`config.mk`:
```
export PLATFORM = sky130hd
export DESIGN_NAME = bcd_stopwatch
export DESIGN_NICKNAME = d
export VERILOG_FILES = /design/src/rtl/stopwatch_pkg.sv /design/src/rtl/key_edge.sv /design/src/rtl/bcd_stopwatch.sv
export SDC_FILE = /design/constraint.sdc
export NUM_CORES = 1
export LEC_CHECK = 0
export CAP_MARGIN = 20
export CORE_MARGIN = 10
export CORE_UTILIZATION = 40
export CTS_BUF_LIST = sky130_fd_sc_hd__clkbuf_2
export DETAILED_ROUTE_END_ITERATION = 10
export SLEW_MARGIN = 5
export SYNTH_ARGS = -nofsm -noshare
export SYNTH_HDL_FRONTEND = slang
export SYNTH_SLANG_ARGS = --single-unit
export TNS_END_PERCENT = 20
```
`constraint.sdc`:
```
create_clock -name clk -period 3.1 [get_ports clk]
set_clock_uncertainty 0.1 [all_clocks]
set_input_delay 0.62 -clock clk [delete_from_list [all_inputs] [get_ports clk]]
set_output_delay 0.62 -clock clk [all_outputs]
set_load 0.05 [all_outputs]
```
`src/rtl/stopwatch_pkg.sv`:
```
// Shared types and digit limits for the M:SS.t stopwatch.
// Pure definitions: no latency, no backpressure.
package stopwatch_pkg;

   localparam int BCD_W = 4;

   localparam logic [BCD_W-1:0] D0_MAX = 4'd9;
   localparam logic [BCD_W-1:0] D1_MAX = 4'd9;
   localparam logic [BCD_W-1:0] D2_MAX = 4'd5;
   localparam logic [BCD_W-1:0] D3_MAX = 4'd9;

   typedef enum logic [1:0] {
      IDLE  = 2'd0,
      RUN   = 2'd1,
      PAUSE = 2'd2
   } state_t;

   typedef struct packed {
      logic [BCD_W-1:0] d3;
      logic [BCD_W-1:0] d2;
      logic [BCD_W-1:0] d1;
      logic [BCD_W-1:0] d0;
   } digits_t;

   // Wraps at or above the limit so a corrupted digit snaps back to a legal value.
   function automatic logic [BCD_W-1:0] bcd_inc(input logic [BCD_W-1:0] d,
                                                input logic [BCD_W-1:0] max);
      return (d >= max) ? '0 : d + 4'd1;
   endfunction

endpackage

```
`src/rtl/key_edge.sv`:
```
// Two-flop synchronizer plus released-to-pressed detector for an active-low key.
// Event is asserted combinationally two edges after the key is first sampled low; no backpressure.
module key_edge (
   input  logic clk,
   input  logic rst_n,
   input  logic key,
   output logic press
);

   logic sync_q1;
   logic sync_q2;
   logic prev_q;

   // Flops reset to "pressed" so a key held across reset release gives no event.
   always_ff @(posedge clk or negedge rst_n) begin
      if (!rst_n) begin
         sync_q1 <= 1'b0;
         sync_q2 <= 1'b0;
         prev_q  <= 1'b0;
      end else begin
         sync_q1 <= key;
         sync_q2 <= sync_q1;
         prev_q  <= sync_q2;
      end
   end

   assign press = prev_q & ~sync_q2;

endmodule

```
`src/rtl/bcd_stopwatch.sv`:
```
// Four-digit BCD stopwatch (0:00.0..9:59.9) with start/stop and clear keys.
// Digits and tick update on the same edge; key events act two edges after sampling; no backpressure.
module bcd_stopwatch
   import stopwatch_pkg::*;
#(
   parameter int CLK_HZ  = 50_000_000,
   parameter int TICK_HZ = 10
) (
   input  logic             clk,
   input  logic             rst_n,
   input  logic             key_start,
   input  logic             key_clear,
   output logic [BCD_W-1:0] d0,
   output logic [BCD_W-1:0] d1,
   output logic [BCD_W-1:0] d2,
   output logic [BCD_W-1:0] d3,
   output logic             running,
   output logic             tick
);

   localparam int DIV = CLK_HZ / TICK_HZ;
   localparam int PW  = $clog2(DIV);
   localparam logic [PW-1:0] PMAX = PW'(DIV - 1);

   state_t        state_q;
   state_t        state_d;
   logic [PW-1:0] presc_q;
   digits_t       dig_q;
   digits_t       dig_inc;
   logic          start_ev;
   logic          clear_ev;

   key_edge u_key_start (
      .clk   (clk),
      .rst_n (rst_n),
      .key   (key_start),
      .press (start_ev)
   );

   key_edge u_key_clear (
      .clk   (clk),
      .rst_n (rst_n),
      .key   (key_clear),
      .press (clear_ev)
   );

   always_ff @(posedge clk or negedge rst_n) begin
      if (!rst_n) begin
         state_q <= IDLE;
      end else begin
         state_q <= state_d;
      end
   end

   // Clear outranks start; a start arriving with clear is dropped.
   always_comb begin
      state_d = state_q;
      if (clear_ev) begin
         state_d = IDLE;
      end else if (start_ev) begin
         case (state_q)
            IDLE:    state_d = RUN;
            RUN:     state_d = PAUSE;
            PAUSE:   state_d = RUN;
            default: state_d = IDLE;
         endcase
      end
   end

   always_comb begin
      dig_inc    = dig_q;
      dig_inc.d0 = bcd_inc(dig_q.d0, D0_MAX);
      if (dig_q.d0 >= D0_MAX) begin
         dig_inc.d1 = bcd_inc(dig_q.d1, D1_MAX);
         if (dig_q.d1 >= D1_MAX) begin
            dig_inc.d2 = bcd_inc(dig_q.d2, D2_MAX);
            if (dig_q.d2 >= D2_MAX) begin
               dig_inc.d3 = bcd_inc(dig_q.d3, D3_MAX);
            end
         end
      end
   end

   // Prescaler only advances in RUN, so PAUSE keeps the partial tenth.
   always_ff @(posedge clk or negedge rst_n) begin
      if (!rst_n) begin
         presc_q <= '0;
         dig_q   <= '0;
         running <= 1'b0;
         tick    <= 1'b0;
      end else begin
         running <= (state_d == RUN);
         tick    <= 1'b0;
         if (clear_ev) begin
            presc_q <= '0;
            dig_q   <= '0;
         end else if (state_q == RUN) begin
            if (presc_q == PMAX) begin
               presc_q <= '0;
               dig_q   <= dig_inc;
               tick    <= 1'b1;
            end else begin
               presc_q <= presc_q + 1'b1;
            end
         end
      end
   end

   assign d0 = dig_q.d0;
   assign d1 = dig_q.d1;
   assign d2 = dig_q.d2;
   assign d3 = dig_q.d3;

endmodule

```
Word-level counts from Yosys, hierarchy flattened --
Cells that the tools add are included.
Cells by class: bitwise operators 4, $lt $le $gt $ge 4, eq/ne operators 4, reductions and logical operators 11, multiplexer cells 19, add/sub/neg operators 5
Operator list (count):
- $mux 23 | 3
- $mux 16 | 3
- $add 23x1->23 const B | 1
- $eq 23x23->1 const B | 1
- $mux 4 | 5
- $add 4x1->4 const B | 4
- $ge 4x4->1 const B | 3
- $mux 12 | 1
- $reduce_bool 2->1 | 5
- $mux 8 | 1
- $reduce_and 5->1 | 1
- $eq 2x1->1 const B | 2
- $ge 4x3->1 const B | 1
- $mux 2 | 2
- $pmux 2 s2 | 1
- $reduce_and 4->1 | 1
- $mux 1 | 3
- $reduce_and 3->1 | 1
- $and 1x1->1 | 2
- $eq 2x2->1 const B | 1
- $logic_not 2->1 | 1
- $not 1->1 | 2
- $reduce_and 2->1 | 1
- $reduce_or 2->1 | 1
Word-level totals: output and inout port bits 18, register bits after elaboration 49, word-level logic and storage cells 61, input bits 4

Longest topological paths before layout --
word-level depth 8, gate-level depth with buffers 8, depth with buffers taken out 7

Cells and area by module --
From an unflattened synthesis, not the netlist that was laid out.
Second synthesis, totals: cell total of the unflattened synthesis 275, area total of the unflattened synthesis 2707.6 um^2
Modules (own cells, without submodules):
- bcd_stopwatch | cells each 267, times used 1, sequential area each 1076.0 um^2, area each 2529.9 um^2
- key_edge | cells each 4, times used 2, sequential area each 75.1 um^2, area each 88.8 um^2

Worst setup path after synthesis --
No wires, ideal clock.
path type reg-to-reg, start point register presc_q[17], end point register dig_q (netlist bit d3[2]), buffers on the path 1, period minus slack after synthesis 2.494 ns, cell stages (with the launch flop) 7, setup slack 0.606 ns, required time 2.876 ns, library setup time 0.124 ns, arrival 2.270 ns, cell sequence dfrtp_1 or4b_1 or4_1 buf_2 nor4_4 a21oi_2 a211o_1
On the way: word-level cells in the longest chain between the ends 3
Ends and longest elaborated chain:
- from (decl) | line bcd_stopwatch.sv:27 | logic [PW-1:0] presc_q;
- from (signal assigned) | line bcd_stopwatch.sv:103 | presc_q <= presc_q + 1'b1;
- $eq 23x23->1 | line bcd_stopwatch.sv:98 | if (presc_q == PMAX) begin
- $reduce_bool 2->1 (no line)
- $reduce_and 5->1 (no line)
- to (signal assigned) | line bcd_stopwatch.sv:100 | dig_q <= dig_inc;
- to (decl) | line bcd_stopwatch.sv:28 | digits_t dig_q;
No other way between the ends. A chain may end at the register's enable or synchronous reset.

Worst setup path after layout --
Same ends and word-level chain as after synthesis.

==> results by group <==
CTS
  – H-tree depth: 2
  – CTS tree: built
  – # clock sinks: 49
  – Num CTS Buffers: 5
  – CTS Hold Bufs: 0
  – CTS root buffer: clkbuf_2
  – Worst-path clk slew: 0.26 ns
  – Max Buffers Root-to-Sink: 2
  – Skew-Pair Late Insertion Delay: 0.43 ns
  – Post-CTS Setup Bufs: 0
  – Post-cts repair resize count: 0

Placed design
  – Dpl cell area: 2910 µm²
  – Placed wire-length estimate: 3990 µm
  – IO Port Bufs: 21
  – GPL Wtd Cong: 0.820

Floorplanning
  – Die area: 10000 µm²
  – Die height: 100 µm
  – Die Wd: 100 µm
  – Core Area: 6280 µm²
  – Initial Util: 40.9%
  – Rows: 29
  – # IOs: 22

GRT
  – Congestion Overflow GR: 0
  – Global-route wire length before repair: 9380 µm
  – Total global-route track usage: 11.2%
  – Initial antenna violation count: 0
  – Largest net degree at the start of global routing: 50
  – Vias in the first global route: 1902

Power
  – Maximum vdd drop: 255 µV
  – Internal: 0.906 mW
  – Flop pwr share: 54.3%
  – Clock share of power: 25.8%
  – P_leak: 1.28 nW
  – Net Sw Frac: 31.3%
  – Combinational power share: 19.8%
  – Psw: 0.412 mW
  – Cell Pwr Density: 442 nW/µm²

Routing
  – Initial drt markers: 97
  – Drt first pass iters: 4
  – DR DRC count: 0
  – Detail Route Antenna Nets: 0
  – Wire per inst: 14.8 µm
  – Vias per inst: 5.39
  – Via Count: 1977
  – Final wirelength: 5420 µm

Layout
  – Fin area: 2980 µm²
  – Synth-to-Final Area Change: 16.0%
  – Share of post-route cells with drive strength above 1: 8.28%
  – Fillers: 616
  – Post-layout nets: 306
  – Antenna Diode Count: 0

Timing
  – Hold_ws: 0.136 ns
  – Worst Tran Pin Value: 0.842 ns
  – Max-slew violations: 0
  – Final Hold Vio Count: 0
  – Peak Freq: 363 MHz
  – Period utilisation layout: 88.8%
  – Min cycle time layout: 2.75 ns
  – Unrepaired setup endpoints after global routing: false
  – Setup TNS Final: 0 ns
  – Worst slew margin: 42.4%
  – Final setup fails: 0

Setup path
  – Crit path DAT: 3.01 ns
  – CP max-delay cell: or4_1
  – Crit-path cells: or4b_1, or4_1, nor4_4, a21oi_2, a211o_1
  – Crit path kind: reg2reg
  – Worst flop-to-flop path endpoint: d3[2]$_DFFE_PN0P_
  – Required time worst endpoint: 3.36 ns
  – Critical Path End Type: flop
  – Crit. Startpoint: presc_q[17]$_DFFE_PN0N_
  – Worst reg2reg path startpoint: presc_q[17]$_DFFE_PN0N_
  – Crit path buf inv count: 0
  – Reg2Reg Setup Slack: 0.35 ns
  – Critical path endpoint: d3[2]$_DFFE_PN0P_
  – CP Max Fanout: 7
  – Startpoint types: flop
  – Worst reg2reg path depth: 5
  – CP peak stage delay: 0.57 ns
  – CP top delay family: simple AND/OR/NAND/NOR gates
  – Crit path depth: 5

Synth
  – Async S/R FF share, synth: 100%
  – Post-Syn Instances: 259
  – Compound-Gate Fraction of Synth Area: 9.83%
  – FF+latch count, synth: 49
  – Sequential cell area fraction in the yosys report: 47.7%
  – Post-Synth XOR/XNOR Area: 6.82%
  – Netlist cell types: 47
  – Post-Syn Nets: 276
  – Synth Warn #: 0
  – Synth Cell Area: 2570 µm²
  – EDFF count, synth: 0
  – Simple-Gate Fraction of Synth Area: 24.5%
  – Mux share of post-synthesis cell area: 1.95%
  – Synth Area in Adders: 6.33%
  – Largest family of logic cells by synthesized area: simple AND/OR/NAND/NOR gates
  – Top_reg_cell synth: dfrtp_1
  – Syn_area_per_cell: 9.92 µm²

Job
  – Total of max-cap violations: 0

Status
  – Outcome: completed

Worst hold path
  – Hold Crit Class: in2async
-- power groups by stage --
stage,Sequential [mW],Clock (mW),Combinational (mW)
after floorplan,0.775,0,0.116
after global placement,0.726,0,0.258
after detailed placement,0.728,0,0.265
after CTS,0.716,0.356,0.267
after global routing,0.722,0.377,0.293
final,0.716,0.340,0.261
-- sequential cells by signal, indices dropped and copies added, names as in the netlist --
name and flops:
u_key_clear.sync_q2 1, u_key_start.sync_q1 1, state_q 2, d2 4
d3 4, d0 4, u_key_start.sync_q2 1, u_key_clear.sync_q1 1
tick 1, presc_q 23, u_key_start.prev_q 1, running 1
d1 4, u_key_clear.prev_q 1
-- per-layer routing --
layer / wire length, µm / vias up / GRT usage, %
met5: 0 / - / 0
met4: 61 / 0 / 3.37
met3: 261 / 5 / 2.95
met2: 2460 / 34 / 17.1
met1: 2640 / 960 / 15.2
li1: - / 978 / -
-- per-stage QoR --
step | total power, mW | cells | utilization, % | setup WS (ns)
2_1_floorplan | 0.891 | 259 | - | 0.606
3_3_place_gp | 0.985 | 359 | 46.4 | 0.420
3_5_place_dp | 0.993 | 359 | 46.4 | 0.362
4_1_cts | 1.34 | 367 | 47.5 | 0.355
5_1_grt | 1.39 | 367 | 47.5 | 0.261
6_report | 1.32 | 367 | 47.5 | 0.346
-- cells by family after synthesis --
| logic type | after synthesis |
|---|---|
| simple gates | 115 |
| flops | 49 |
| compound gates | 38 |
| xor+xnor | 20 |
| buf+inv | 19 |
| fa+ha+maj | 13 |
| mux | 5 |
-- cell usage in the layout (no fill, tap or decap), types with 3 or more instances in the layout --
| master | n |
|---|---|
| nor4_1 | 7 |
| dfrtp_1 | 49 |
| nor3_1 | 3 |
| nor4b_1 | 4 |
| clkdlybuf4s50_1 | 20 |
| nand4_1 | 8 |
| inv_1 | 11 |
| ha_1 | 13 |
| xor2_1 | 8 |
| clkbuf_2 | 5 |
| nor2_1 | 28 |
| o21ai_0 | 5 |
| buf_4 | 10 |
| xnor2_1 | 12 |
| and3_1 | 5 |
| or4_1 | 3 |
| o21ai_1 | 5 |
| mux2i_1 | 5 |
| nand3_1 | 14 |
| nor2b_1 | 4 |
| a21oi_1 | 7 |
| nand3b_1 | 3 |
| nand2_1 | 20 |
| o211ai_1 | 4 |
| nand2b_1 | 4 |
-- area by class of cell --
type / instances / area (µm²) / share of cell area (%)
clock buffer: 5 / 25.0 / 0.840
multi-input combinational: 191 / 1270 / 42.6
sequential: 49 / 1230 / 41.1
inverter: 11 / 41.3 / 1.39
tap: 77 / 96.3 / 3.23
clock inverter: 3 / 41.3 / 1.39
timing repair buffer: 31 / 280 / 9.40
-- how the worst min path moves through the flow --
stage / startpoint / end / cells past startpoint
floorplan: rst_n / d0[0]$_DFFE_PN0P_ / 0
finish: rst_n / d3[1]$_DFFE_PN0P_ / 2
global placement: u_key_clear.sync_q1$_DFF_PN0_ / u_key_clear.sync_q2$_DFF_PN0_ / 0
global route: rst_n / running$_DFF_PN0_ / 2
detailed placement: u_key_start.sync_q1$_DFF_PN0_ / u_key_start.sync_q2$_DFF_PN0_ / 0
CTS: rst_n / running$_DFF_PN0_ / 2
-- synth_stat cells, types with 2 or more instances --
master / count / area, µm²
nor4_1: 7 / 43.8
dfrtp_1: 49 / 1230
buf_2: 2 / 10.0
nor4b_1: 4 / 35.0
clkbuf_1: 6 / 22.5
and3_1: 5 / 31.3
nand3b_1: 3 / 22.5
nand4_1: 8 / 50.1
a21oi_1: 7 / 35.0
xnor2_1: 12 / 105
or3b_2: 2 / 17.5
o31ai_1: 2 / 15.0
inv_1: 11 / 41.3
nor2_1: 28 / 105
nor2b_1: 4 / 25.0
o21ai_1: 5 / 25.0
nand3_1: 14 / 70.1
nor3_1: 3 / 15.0
a31o_1: 2 / 17.5
xor2_1: 8 / 70.1
o211ai_1: 4 / 30.0
a211oi_1: 2 / 15.0
ha_1: 13 / 163
nand2_1: 20 / 75.1
a2111oi_0: 2 / 17.5
o21ai_0: 5 / 25.0
nand2b_1: 4 / 25.0
mux2i_1: 5 / 50.1
or4_1: 3 / 22.5
nor3b_1: 2 / 15.0
Note: power is estimated with default switching activity, not from simulation.
